`src/rtl/load_store_unit.sv`:
```
// rtl/load_store_unit.sv - multi-cycle load/store unit with req/ack data bus, byte lanes and bus timeout
// Optional misaligned-access trap: define LSU_MISALIGN_TRAP_EN.
module load_store_unit #(
  parameter int unsigned TIMEOUT = 64
) (
  input  logic        clk,
  input  logic        reset,
  input  logic        lsu_valid,
  input  logic        lsu_we,
  input  logic [2:0]  funct3,
  input  logic [31:0] addr,
  input  logic [31:0] wdata,
  output logic        stall,
  output logic        done,
  output logic [31:0] rdata,
  output logic        bus_err,
  output logic        misalign,
  output logic        mem_req,
  output logic        mem_we,
  output logic [31:0] mem_addr,
  output logic [31:0] mem_wdata,
  output logic [3:0]  mem_be,
  input  logic        mem_ack,
  input  logic [31:0] mem_rdata
);

  typedef enum logic [1:0] {IDLE, BUSY, DONE} state_t;

  localparam logic [7:0] TMO_LAST = 8'(TIMEOUT - 1);

  state_t      state;
  logic [7:0]  tmo_cnt;
  logic [2:0]  f3_q;
  logic [1:0]  lane_q;
  logic        illegal;
  logic        misaligned;
  logic [3:0]  be_n;
  logic [31:0] wdata_n;
  logic [7:0]  byte_sel;
  logic [15:0] half_sel;
  logic [31:0] load_ext;

  always_comb begin
    case (funct3)
      3'b011, 3'b110, 3'b111: illegal = 1'b1;
      3'b100, 3'b101:         illegal = lsu_we;
      default:                illegal = 1'b0;
    endcase
  end

  // Sub-word sizes ignore the low address bits below their own alignment.
  always_comb begin
    be_n    = 4'b1111;
    wdata_n = wdata;
    case (funct3[1:0])
      2'b00: begin
        be_n    = 4'b0001 << addr[1:0];
        wdata_n = {4{wdata[7:0]}};
      end
      2'b01: begin
        be_n    = 4'b0011 << {addr[1], 1'b0};
        wdata_n = {2{wdata[15:0]}};
      end
      default: begin
        be_n    = 4'b1111;
        wdata_n = wdata;
      end
    endcase
  end

`ifdef LSU_MISALIGN_TRAP_EN
  assign misaligned = ((funct3[1:0] == 2'b01) && addr[0]) ||
                      ((funct3[1:0] == 2'b10) && (addr[1:0] != 2'b00));
`else
  assign misaligned = 1'b0;
`endif

  always_comb begin
    byte_sel = mem_rdata[{lane_q, 3'b000} +: 8];
    half_sel = lane_q[1] ? mem_rdata[31:16] : mem_rdata[15:0];
    case (f3_q)
      3'b000:  load_ext = {{24{byte_sel[7]}}, byte_sel};
      3'b100:  load_ext = {24'b0, byte_sel};
      3'b001:  load_ext = {{16{half_sel[15]}}, half_sel};
      3'b101:  load_ext = {16'b0, half_sel};
      default: load_ext = mem_rdata;
    endcase
  end

  assign stall = ~reset & ((lsu_valid & (state == IDLE)) | (state == BUSY));

  always_ff @(posedge clk or posedge reset) begin
    if (reset) begin
      state     <= IDLE;
      tmo_cnt   <= '0;
      f3_q      <= '0;
      lane_q    <= '0;
      done      <= 1'b0;
      rdata     <= '0;
      bus_err   <= 1'b0;
      mem_req   <= 1'b0;
      mem_we    <= 1'b0;
      mem_addr  <= '0;
      mem_wdata <= '0;
      mem_be    <= '0;
    end else begin
      case (state)
        IDLE: begin
          if (lsu_valid) begin
            mem_we    <= lsu_we;
            f3_q      <= funct3;
            lane_q    <= addr[1:0];
            mem_addr  <= {addr[31:2], 2'b00};
            mem_be    <= be_n;
            mem_wdata <= wdata_n;
            rdata     <= '0;
            bus_err   <= 1'b0;
            tmo_cnt   <= '0;
            if (illegal) begin
              bus_err <= 1'b1;
              done    <= 1'b1;
              state   <= DONE;
            end else if (misaligned) begin
              done  <= 1'b1;
              state <= DONE;
            end else begin
              mem_req <= 1'b1;
              state   <= BUSY;
            end
          end
        end
        BUSY: begin
          // An ack in the final timeout cycle still completes the access.
          if (mem_ack) begin
            if (!mem_we) rdata <= load_ext;
            mem_req <= 1'b0;
            done    <= 1'b1;
            state   <= DONE;
          end else if (tmo_cnt == TMO_LAST) begin
            bus_err <= 1'b1;
            rdata   <= '0;
            mem_req <= 1'b0;
            done    <= 1'b1;
            state   <= DONE;
          end else begin
            tmo_cnt <= tmo_cnt + 8'd1;
          end
        end
        DONE: begin
          done  <= 1'b0;
          state <= IDLE;
        end
        default: state <= IDLE;
      endcase
    end
  end

`ifdef LSU_MISALIGN_TRAP_EN
  logic misalign_q;
  always_ff @(posedge clk or posedge reset) begin
    if (reset)
      misalign_q <= 1'b0;
    else if ((state == IDLE) && lsu_valid)
      misalign_q <= misaligned & ~illegal;
  end
  assign misalign = misalign_q;
`else
  assign misalign = 1'b0;
`endif

endmodule
```
`config.mk`:
```
export PLATFORM = sky130hd
export DESIGN_NAME = load_store_unit
export DESIGN_NICKNAME = d
export VERILOG_FILES = /design/src/rtl/load_store_unit.sv
export SDC_FILE = /design/constraint.sdc
export NUM_CORES = 1
export LEC_CHECK = 0
export BUFFER_PORTS_ARGS = -buffer_cell sky130_fd_sc_hd__clkbuf_2
export CAP_MARGIN = 30
export CORE_MARGIN = 3
export CORE_UTILIZATION = 49
export CTS_CLUSTER_DIAMETER = 30
export DETAILED_ROUTE_END_ITERATION = 8
export PLACE_DENSITY = 0.8
export SYNTH_ARGS = -nofsm -noshare
export SYNTH_HDL_FRONTEND = slang
export SYNTH_SLANG_ARGS = --single-unit
```
`constraint.sdc`:
```
create_clock -name clk -period 4.7 [get_ports clk]
set_clock_uncertainty 0.15 [all_clocks]
set_input_delay 0.94 -clock clk [delete_from_list [all_inputs] [get_ports clk]]
set_output_delay 0.94 -clock clk [all_outputs]
set_load 0.02 [all_outputs]
```
==> out/results.ini <==
[run_status]
status = completed

[finish]
antenna_cells = 0
area_growth_syn_to_layout_pct = 30.6
fin_nets = 870
final_common_cell = clkbuf_2
drive_gt1_share_pct = 32.3
layout_common_cells = clkbuf_2 (206), nand2_1 (163), dfrtp_1 (117), mux2i_1 (39), o21ai_0 (38)

[critical_path]
regToRegStartpoint = tmo_cnt[0]
worstPathCellList = ha_1 -> or3b_4 -> o311ai_2 -> nand2b_1 -> a221o_1
worstSetupEndpointType = register
reg2regPathDepth = 5
critPathBufInv = 0
r2r-end = rdata[23]
arrival_ns = 2.99
slowest_stage = nand2b_1
cp-start-kind = register
slowest_delay_ns = 0.60
worstSetupPathType = reg -> reg
crit_family = simple AND/OR/NAND/NOR gates
cp.required_ns = 4.92
r2r_slack_ns = 1.93
critical_path.max_fanout = 26

[job]
cap_violations = 0

[clock_tree]
cts_buffers = 17
cts_tree = built
postCtsSetupBuffers = 0
clkLatencyLatePin_ns = 0.50
h-tree-depth = 4
clk_pin_slew_ns = 0.06
clk_path_buf_depth = 2
clockRootBuffer = clkbuf_8
cts_resized = 0
cts.sinks = 117
cts-hold-fix-buffers = 0

[pwr]
p_int_mw = 2.81
seqPwrFrac_pct = 35.9
combPwrFrac_pct = 37.0
switching_share_pct = 39.8
clockPowerShare_pct = 27.2
leakage_nw = 3.80
switchingPower_mw = 1.86
totalPowerFinal_mw = 4.66
vdd_drop_max_mv = 0.335
powerDensity_nw_per_um2 = 649

[yosys]
synth.distinct_cells = 47
synth_area_leaders = dfrtp_1 (53%), nand2_1 (11%), mux2i_1 (7.1%), o21ai_0 (3.5%), a21oi_1 (3.0%)
ys_ff_latch = 117
avgSynthCellArea_sq_um = 9.55
synth-main-ff-cell = dfrtp_1
yosysTopAreaCell = dfrtp_1
ys_warn_count = 0
async_reset_ff_share_pct = 100
synth_edf_count = 0
synthCells = 576
yosysSeqAreaShare_pct = 53.2
synth_top_area_share_pct = 53.2
syn_area_sq_um = 5500

[worst_hold_path]
hold_path_end = mem_addr[29]
min-delay-start = mem_addr[29]
min_path_type = reg -> reg
holdPathStages = 2

[route]
drc_errors = 0
wl_per_cell_microns = 17.1
ant_nets = 0
dr_total_vias = 5016
drt-total-wl_mm = 15.7
first_pass_iters = 5
via_per_inst = 5.47
drt_iter0_markers = 434

[timing]
fin_crit_sh_pct = 58.9
finalCriticalPeriod_ns = 2.77
tightest_slew_ns = 1.05
setup_violations = 0
slew_headroom_pct = 29.8
max_freq_mhz = 361
drv_slew = 0
fin_tns_setup_ns = 0
rsz0062_at_grt = false
finalHoldViolations = 0

[die]
io_pins = 210
num_rows = 38
die_y_microns = 112
initial_utilization_pct = 50.5
die_x_microns = 112
core-area_sq_um = 10900
dieArea_sq_um = 12500

[global_route]
grt_pass1_wl_mm = 26.0
grt_pass1_vias = 5263
grt-ovfl-total = 0
antenna_found_initial = 0
grt_max_degree = 98
grt_usage_pct = 25.8

[placement]
hpwl_mm = 11.5
numPortBuffers = 206
place.gp.congestion = 0.906

cell type report:
class / count / area, sq um
fill: 869 / 3700
sequential: 117 / 2930
multi-input combinational: 407 / 2350
timing repair buffer: 211 / 1110
clock buffer: 22 / 453
tap: 140 / 175
clock inverter: 9 / 128
inverter: 11 / 43.8
layer usage:
layer	wire length [microns]	GRT usage, %	up-vias
met2	7620	42.0	232
met5	0	0	-
li1	-	-	2365
met4	384	11.2	0
met1	6390	31.8	2393
met3	1270	8.21	26
power groups by stage:
stage	Sequential, mW	Clock (mW)	Combinational [mW]
final	1.67	1.27	1.72
after global routing	1.73	1.34	1.88
after CTS	1.67	1.29	1.72
after detailed placement	1.68	0	1.72
after global placement	1.66	0	1.66
after floorplan	2.01	0	0.760
metrics by stage:
| step | setup slack [ns] | hold slack, ns | area, sq um | std cells | utilization (%) |
|---|---|---|---|---|---|
| after floorplan | 0.509 | 0.345 | 5510 | 578 | - |
| after global placement | 1.97 | 0.309 | 6550 | 884 | 60.2 |
| after detailed placement | 1.93 | 0.315 | 6580 | 885 | 60.4 |
| after CTS | 1.99 | 0.330 | 7160 | 916 | 65.7 |
| after global routing | 1.77 | 0.350 | 7190 | 917 | 66.0 |
| final | 1.93 | 0.326 | 7190 | 917 | 66.0 |
worst min-delay path, cell delays in order (launching register included):
cell	delay (ns)
dfrtp_1	0.34
nand2_1	0.05
nand2_1	0.05
cells in the mapped netlist (2+ instances only):
master,instances
inv_1,11
a221o_1,16
nand2_1,163
nand2b_1,12
nor2b_1,9
buf_4,3
a21o_1,2
buf_1,3
o21bai_1,3
o31ai_1,6
mux2_2,3
or4_1,5
dfrtp_1,117
a21oi_1,33
nor4_1,6
buf_2,6
mux2i_1,39
a31oi_1,4
o21ai_0,38
a32o_1,8
a22o_1,2
clkbuf_1,29
o221ai_1,6
nand3_1,4
nor2_1,26
state kept, by name, indices dropped and copies added (netlist names), 2 cells and up:
name	cells
f3_q	3
tmo_cnt	8
mem_wdata	32
rdata	32
mem_be	4
lane_q	2
state	2
mem_addr	30
worst max path at each step:
stage	startpoint	endpoint	slack [ns]	depth (start not counted)
2_1_floorplan	reset	bus_err	0.51	1
6_report	tmo_cnt[0]	rdata[23]	1.93	5
5_1_grt	tmo_cnt[0]	rdata[23]	1.77	5
4_1_cts	tmo_cnt[0]	rdata[28]	1.99	5
3_3_place_gp	lsu_valid	tmo_cnt[7]	1.97	5
3_5_place_dp	mem_ack	rdata[28]	1.93	4
cells by family (layout without fill, tap and decap cells):
| kind of cell | count (synthesis) | count (layout) | share of synthesized area, % |
|---|---|---|---|
| fa+ha+maj | 1 | 1 | 0.227 |
| mux | 43 | 43 | 8.12 |
| compound gates | 125 | 125 | 15.3 |
| flops | 117 | 117 | 53.2 |
| buf+inv | 54 | 253 | 4.37 |
| other cells | 1 | 3 | 0.0682 |
| simple gates | 235 | 235 | 18.7 |
No activity file was read; power rests on OpenSTA's default activity.
